[src/rtl/mac_seq.sv]
// rtl/mac_seq.sv - AXI4-Lite master sequencing one multiply-accumulate on a MAC slave
// Optional STATUS poll timeout is enabled by defining MAC_SEQ_TIMEOUT_EN.
module mac_seq #(
  parameter int POLL_MAX = 255,
  parameter int A_W      = 12
) (
  input  logic           clk,
  input  logic           arst_n,
  input  logic           op_valid,
  output logic           op_ready,
  input  logic [95:0]    op_data,
  output logic           res_valid,
  input  logic           res_ready,
  output logic [31:0]    res_data,
  output logic           res_err,
  output logic [A_W-1:0] m_awaddr,
  output logic           m_awvalid,
  input  logic           m_awready,
  output logic [31:0]    m_wdata,
  output logic [3:0]     m_wstrb,
  output logic           m_wvalid,
  input  logic           m_wready,
  input  logic [1:0]     m_bresp,
  input  logic           m_bvalid,
  output logic           m_bready,
  output logic [A_W-1:0] m_araddr,
  output logic           m_arvalid,
  input  logic           m_arready,
  input  logic [31:0]    m_rdata,
  input  logic [1:0]     m_rresp,
  input  logic           m_rvalid,
  output logic           m_rready
);

  if (POLL_MAX < 1 || POLL_MAX > 65535) begin : g_poll_max_range
    $error("mac_seq: POLL_MAX must be within 1..65535");
  end

  localparam logic [A_W-1:0] ADDR_F1     = A_W'('h000);
  localparam logic [A_W-1:0] ADDR_F2     = A_W'('h004);
  localparam logic [A_W-1:0] ADDR_A1     = A_W'('h008);
  localparam logic [A_W-1:0] ADDR_CTRL   = A_W'('h00C);
  localparam logic [A_W-1:0] ADDR_STATUS = A_W'('h010);
  localparam logic [A_W-1:0] ADDR_RESULT = A_W'('h014);

  typedef enum logic [2:0] {
    S_IDLE,
    S_WR_F1,
    S_WR_F2,
    S_WR_A1,
    S_WR_GO,
    S_POLL,
    S_RD_RES,
    S_OUT
  } state_t;

  state_t      state;
  logic [31:0] f2_q;
  logic [31:0] a1_q;
  logic        aw_done;
  logic        w_done;

  logic aw_hs;
  logic w_hs;
  logic b_fire;
  logic ar_hs;
  logic r_fire;

`ifdef MAC_SEQ_TIMEOUT_EN
  logic [15:0] poll_cnt;
`endif

  assign m_wstrb = 4'hF;
  assign aw_hs   = m_awvalid && m_awready;
  assign w_hs    = m_wvalid && m_wready;
  // B is only honoured once both AW and W are done, possibly all in one cycle.
  assign b_fire  = m_bvalid && m_bready && (aw_done || aw_hs) && (w_done || w_hs);
  assign ar_hs   = m_arvalid && m_arready;
  assign r_fire  = m_rvalid && m_rready;

  always_ff @(posedge clk or negedge arst_n) begin
    if (!arst_n) begin
      state     <= S_IDLE;
      op_ready  <= 1'b1;
      res_valid <= 1'b0;
      res_data  <= 32'd0;
      res_err   <= 1'b0;
      m_awaddr  <= '0;
      m_awvalid <= 1'b0;
      m_wdata   <= 32'd0;
      m_wvalid  <= 1'b0;
      m_bready  <= 1'b0;
      m_araddr  <= '0;
      m_arvalid <= 1'b0;
      m_rready  <= 1'b0;
      f2_q      <= 32'd0;
      a1_q      <= 32'd0;
      aw_done   <= 1'b0;
      w_done    <= 1'b0;
`ifdef MAC_SEQ_TIMEOUT_EN
      poll_cnt  <= 16'd0;
`endif
    end else begin
      case (state)
        S_IDLE: begin
          if (op_valid && op_ready) begin
            op_ready  <= 1'b0;
            f2_q      <= op_data[63:32];
            a1_q      <= op_data[95:64];
            state     <= S_WR_F1;
            m_awaddr  <= ADDR_F1;
            m_wdata   <= op_data[31:0];
            m_awvalid <= 1'b1;
            m_wvalid  <= 1'b1;
            m_bready  <= 1'b1;
            aw_done   <= 1'b0;
            w_done    <= 1'b0;
`ifdef MAC_SEQ_TIMEOUT_EN
            poll_cnt  <= 16'd0;
`endif
          end
        end

        S_WR_F1, S_WR_F2, S_WR_A1, S_WR_GO: begin
          if (aw_hs) begin
            m_awvalid <= 1'b0;
            aw_done   <= 1'b1;
          end
          if (w_hs) begin
            m_wvalid <= 1'b0;
            w_done   <= 1'b1;
          end
          if (b_fire) begin
            aw_done <= 1'b0;
            w_done  <= 1'b0;
            if (m_bresp != 2'b00) begin
              m_bready  <= 1'b0;
              state     <= S_OUT;
              res_valid <= 1'b1;
              res_err   <= 1'b1;
              res_data  <= 32'd0;
            end else begin
              case (state)
                S_WR_F1: begin
                  state     <= S_WR_F2;
                  m_awaddr  <= ADDR_F2;
                  m_wdata   <= f2_q;
                  m_awvalid <= 1'b1;
                  m_wvalid  <= 1'b1;
                end
                S_WR_F2: begin
                  state     <= S_WR_A1;
                  m_awaddr  <= ADDR_A1;
                  m_wdata   <= a1_q;
                  m_awvalid <= 1'b1;
                  m_wvalid  <= 1'b1;
                end
                S_WR_A1: begin
                  state     <= S_WR_GO;
                  m_awaddr  <= ADDR_CTRL;
                  m_wdata   <= 32'd1;
                  m_awvalid <= 1'b1;
                  m_wvalid  <= 1'b1;
                end
                default: begin
                  m_bready  <= 1'b0;
                  state     <= S_POLL;
                  m_araddr  <= ADDR_STATUS;
                  m_arvalid <= 1'b1;
                end
              endcase
            end
          end
        end

        S_POLL, S_RD_RES: begin
          if (ar_hs) begin
            m_arvalid <= 1'b0;
            m_rready  <= 1'b1;
          end
          if (r_fire) begin
            m_rready <= 1'b0;
            if (m_rresp != 2'b00) begin
              state     <= S_OUT;
              res_valid <= 1'b1;
              res_err   <= 1'b1;
              res_data  <= 32'd0;
            end else if (state == S_RD_RES) begin
              state     <= S_OUT;
              res_valid <= 1'b1;
              res_err   <= 1'b0;
              res_data  <= m_rdata;
            end else if (m_rdata[0]) begin
              state     <= S_RD_RES;
              m_araddr  <= ADDR_RESULT;
              m_arvalid <= 1'b1;
            end else begin
`ifdef MAC_SEQ_TIMEOUT_EN
              // This read was the POLL_MAX-th one and the slave is still busy.
              if (poll_cnt == 16'(POLL_MAX - 1)) begin
                state     <= S_OUT;
                res_valid <= 1'b1;
                res_err   <= 1'b1;
                res_data  <= 32'd0;
              end else begin
                poll_cnt  <= poll_cnt + 16'd1;
                m_arvalid <= 1'b1;
              end
`else
              m_arvalid <= 1'b1;
`endif
            end
          end
        end

        S_OUT: begin
          if (res_ready) begin
            res_valid <= 1'b0;
            op_ready  <= 1'b1;
            state     <= S_IDLE;
          end
        end

        default: state <= S_IDLE;
      endcase
    end
  end

endmodule

[config.mk]
export PLATFORM = sky130hd
export DESIGN_NAME = mac_seq
export DESIGN_NICKNAME = d
export VERILOG_FILES = /design/src/rtl/mac_seq.sv
export SDC_FILE = /design/constraint.sdc
export NUM_CORES = 1
export LEC_CHECK = 0
export ABC_AREA = 1
export CORE_MARGIN = 4
export CORE_UTILIZATION = 40
export DETAILED_ROUTE_END_ITERATION = 12
export PLACE_DENSITY = 0.83
export SLEW_MARGIN = 20
export SYNTH_ARGS = -nofsm -noshare
export SYNTH_HDL_FRONTEND = slang
export SYNTH_SLANG_ARGS = --single-unit
[constraint.sdc]
create_clock -name clk -period 3.7 [get_ports clk]
set_clock_uncertainty 0.05 [all_clocks]
set_input_delay 0.74 -clock clk [delete_from_list [all_inputs] [get_ports clk]]
set_output_delay 0.74 -clock clk [all_outputs]
set_load 0.01 [all_outputs]
Word level (Yosys, flattened, before mapping)
Index checks and enable logic that the tools add are counted.
- output and inout bits: 100
- register bits: 165
- equality and inequality tests: 23
- muxes and demuxes: 79
- reduce and logical (&&, ||, !) cells: 34
- operators by type and width (kind ; number):
    $mux W32 ; 8
    $pmux W32 S2 ; 2
    $mux W12 ; 10
    $pmux W32 S3 ; 1
    $pmux W12 S2 ; 2
    $mux W1 ; 36
    $pmux W12 S3 ; 1
    $mux W3 ; 8
    $ne A2 B2 Y1 const B ; 10
    $pmux W1 S2 ; 8
    $reduce_and A5 Y1 ; 3
    $eq A3 B3 Y1 const B ; 4
    $ne A3 B3 Y1 const B ; 4
    $pmux W3 S4 ; 1
    $reduce_bool A2 Y1 ; 6
    $pmux W3 S3 ; 1
    $reduce_and A3 Y1 ; 3
    $logic_and A1 B1 Y1 ; 8
    $ne A4 B4 Y1 const B ; 2
    $reduce_and A4 Y1 ; 2
    $reduce_and A8 Y1 ; 1
    $eq A3 B2 Y1 const B ; 2
    $reduce_and A2 Y1 ; 3
    $reduce_and A6 Y1 ; 1
    other kinds (8) ; 9

Longest topological paths before layout
- depth in word-level cells: 6
- depth in mapped cells: 12
- gate-level depth less buffers: 10

Worst setup path after synthesis
Ideal clock, no wire load.
- kind: input -> register
- start point: input port m_bresp[1]
- end point: register m_wdata[0]
- stages on the path: 8
- setup slack: 1780 ps
- data arrival time: 1753 ps
- buffers on the path: 1
- library setup time: 118 ps
- cell sequence: or2_2 > nand3_1 > nand2_1 > nor2_8 > inv_4 > buf_6 > nand2_1 > nand2_1
- word-level cells in the longest chain between the ends: 3
- ends and longest elaborated chain (what ; line ; RTL):
    start: declaration ; 23 ; input logic [1:0] m_bresp,
    $reduce_bool A2 Y1 ; 136 ; if (m_bresp != 2'b00) begin
    $ne A2 B2 Y1 (no source line) ; - ;
    $reduce_and A5 Y1 (no source line) ; - ;
    end signal: assignment ; 112 ; m_wdata <= op_data[31:0];
    end signal: assignment ; 147 ; m_wdata <= f2_q;
    end signal: assignment ; 154 ; m_wdata <= a1_q;
    end: declaration ; 19 ; output logic [31:0] m_wdata,
No other way between the ends.
A chain may end at the register's enable or synchronous reset.

Final worst setup path
- start point: input port m_rvalid
- end point: register res_data[24]
- word-level cells in the longest chain between the ends: 3
- ends and longest elaborated chain (what ; line ; RTL):
    start: declaration ; 31 ; input logic m_rvalid,
    $logic_and A1 B1 Y1 ; 79 ; assign r_fire = m_rvalid && m_rready;
    $ne A2 B2 Y1 (no source line) ; - ;
    $reduce_and A5 Y1 (no source line) ; - ;
    end signal: assignment ; 192 ; res_data <= m_rdata;
    end: declaration ; 14 ; output logic [31:0] res_data,
No other way between the ends.

==> metrics.yaml <==
sta:
  tns_ns: 0
  period_share: 0.728
  hold_viol_final: 0
  fmax_ghz: 0.371
  min_period_ns: 2.69
  rsz0062_at_grt: "no"
  worst_pin_slew_ns: 0.900
  slew_headroom: 0.400
  maxSlewViolCount: 0
  setup_viol: 0
  setup_ws_ns: 1.01
power:
  p_switching_mw: 3.40
  p_int_mw: 4.76
  p_per_area_nw_per_um2: 836
  p_leak_nw: 4.83
  switching_share: 0.417
  total_power_mw: 8.16
  p_clk_frac: 0.202
  p_comb_frac: 0.470
  p_seq_frac: 0.328
  peakVddDrop_mv: 0.485
global_route:
  grt_antenna_before_repair: 0
  overflow: 0
  grt_pass1_vias: 6529
  grt_max_degree: 96
  grtUsageTotal: 0.207
  grt_pass1_wl_um: 33100
detailed_routing:
  drtIter0Drc: 499
  wl_per_cell_um: 15.2
  drc: 0
  drt_pre_antenna_iters: 5
  routed-via-count: 6676
  ant_nets: 0
  vias_per_cell: 4.92
  routed_wl_um: 20600
finish:
  antennaDiodeCount: 0
  fin_cells: 1356
  drive_above_1_share: 0.0619
  layout.nets: 1259
  fill_cells: 1561
  finalInstanceArea_sq_um: 9760
  final_cell_mix: "nand2_1, clkdlybuf4s50_1, dfrtp_1"
  area.growth.synth_to_final_pct: 39.4
  final_common_cell: "nand2_1"
critical_path:
  worstPathMaxFanout: 34
  cp.required_ns: 3.94
  cp-end-kind: "register"
  rr_worst_depth: 9
  arrival_ns: 2.94
  critPathKind: "in2reg"
  start_kind: "primary input"
clock_tree:
  clk_pin_slew_ns: 0.06
  holdBufCountCts: 0
  cts_htree_levels: 4
  clockRootBuffer: "clkbuf_16"
  post_cts_buffers: 0
  cts_buffers: 17
  clockBufferDepth: 2
  cts-resized-gates: 0
  cts.sinks: 145
  clk_latency_ns: 0.41
  tritoncts: "done"
synth:
  synth_mux_area_frac: 0
  yosys.area_share.xor_xnor: 0
  synth_top_family_by_area: "simple AND/OR/NAND/NOR gates"
  netlist_area_sq_um: 7000
  synthAdderAreaFrac: 0
  synth_compound_area_frac: 0.0566
  ys_ff_latch: 145
  synth_area_leader_cell: "dfrtp_1"
  yosysTopAreaCellShare: 0.515
  synth_warnings: 0
  yosys.area_share.simple: 0.350
  ys_async_sr_fraction: 1.00
  avgSynthCellArea_sq_um: 7.55
  syn_inst: 927
  synth_cell_type_count: 26
  synth-edff-count: 0
  seq_area_frac_synth: 0.518
  synth_ff_type: "dfrtp_1"
  netlist_top_cells_area: "dfrtp_1, nand2_1, nand3_1, a21oi_1, nor2_1"
placement:
  routabilityCongestion: 0.823
  place_ws_ns: 0.581
  dp_hpwl_um: 14000
  io_buffers: 216
  post-place-cells: 1324
  placed_area_sq_um: 9190
floorplan:
  initial_core_util: 0.406
  dieArea_sq_um: 19700
  fp.dieH_um: 140
  core_sq_um: 17200
  rows: 48
  fp.dieW_um: 140
  io_pins: 241
worst_hold_path:
  min_path_type: "in2async"
run:
  drv_cap: 0
run_status:
  run_status: "finished, final reports clean"
-- cells by family after synthesis --
family                 count (synthesis)
other                                  2
buffers and inverters                 96
AO/OA/AOI/OAI                         78
flip-flops                           145
AND/OR/NAND/NOR                      606
-- state kept, by name, summed over array words and instances (netlist names), 2 cells and up --
name	flops
state	3
m_awaddr	2
a1_q	32
res_data	32
f2_q	32
m_wdata	32
m_araddr	2
-- worst max-delay path: stages --
cell and delay (ns):
clkdlybuf4s50_1 0.48, nand2_1 0.06, nand2_1 0.14, o21ai_2 0.10, nor2_4 0.57, nand2_2 0.58, nand2_1 0.20, nand2_1 0.07
-- final cells by class --
type | count | area, sq um | share of cell area
Sequential cell | 145 | 3630 | 0.372
Multi-Input combinational cell | 708 | 2950 | 0.302
Timing Repair Buffer | 226 | 2250 | 0.231
Clock buffer | 23 | 498 | 0.0510
Tap cell | 225 | 282 | 0.0288
Clock inverter | 9 | 80.1 | 0.00820
Inverter | 20 | 77.6 | 0.00795
-- final timing paths --
check,from,end,slack [ns]
setup / recovery,m_rvalid,res_data[24]$_DFFE_PN0P_,1.01
hold / removal,arst_n,m_wdata[13]$_DFFE_PN0P_,0.38
setup reg to reg,state[1]$_DFFE_PN0P_,res_data[24]$_DFFE_PN0P_,1.03
hold reg to reg,m_araddr[4]$_DFFE_PN0P_,m_araddr[4]$_DFFE_PN0P_,0.42
max in group asynchronous,arst_n,res_data[22]$_DFFE_PN0P_,2.44
min in group clk,m_araddr[4]$_DFFE_PN0P_,m_araddr[4]$_DFFE_PN0P_,0.42
-- power groups by stage --
| stage | combinational [mW] | clock (mW) | sequential (mW) |
|---|---|---|---|
| floorplan | 2.36 | 0 | 2.72 |
| detailed placement | 3.84 | 0 | 2.68 |
| global placement | 3.74 | 0 | 2.67 |
| finish | 3.83 | 1.65 | 2.68 |
| CTS | 3.85 | 1.69 | 2.67 |
| global route | 4.28 | 1.77 | 2.75 |
-- stage by stage --
stage	hold WS, ns	utilization
final	0.376	0.566
after global routing	0.438	0.566
after CTS	0.413	0.566
after detailed placement	0.402	0.533
after global placement	0.399	0.533
after floorplan	0.392	-
-- cells in the mapped netlist, types with 2 or more instances --
cell      instances
conb_1            2
inv_1            14
nand3_1          79
or2_2             3
buf_4            27
a21oi_1          64
nand3b_1          2
buf_2            26
nor2_4            2
buf_6             3
buf_1             2
nor2_2            3
nand2_1         435
a31oi_1           2
clkbuf_1         18
nor2_1           72
dfrtp_1         144
inv_2             5
nand2_2           7
o21ai_0          11
-- routing by layer --
| layer | part of all wire | global-route usage |
|---|---|---|
| met4 | 0.019 | 0.0663 |
| met1 | 0.42 | 0.273 |
| met5 | 0 | 0 |
| met2 | 0.48 | 0.338 |
| met3 | 0.079 | 0.0509 |
(Power assumes the default switching activity.)
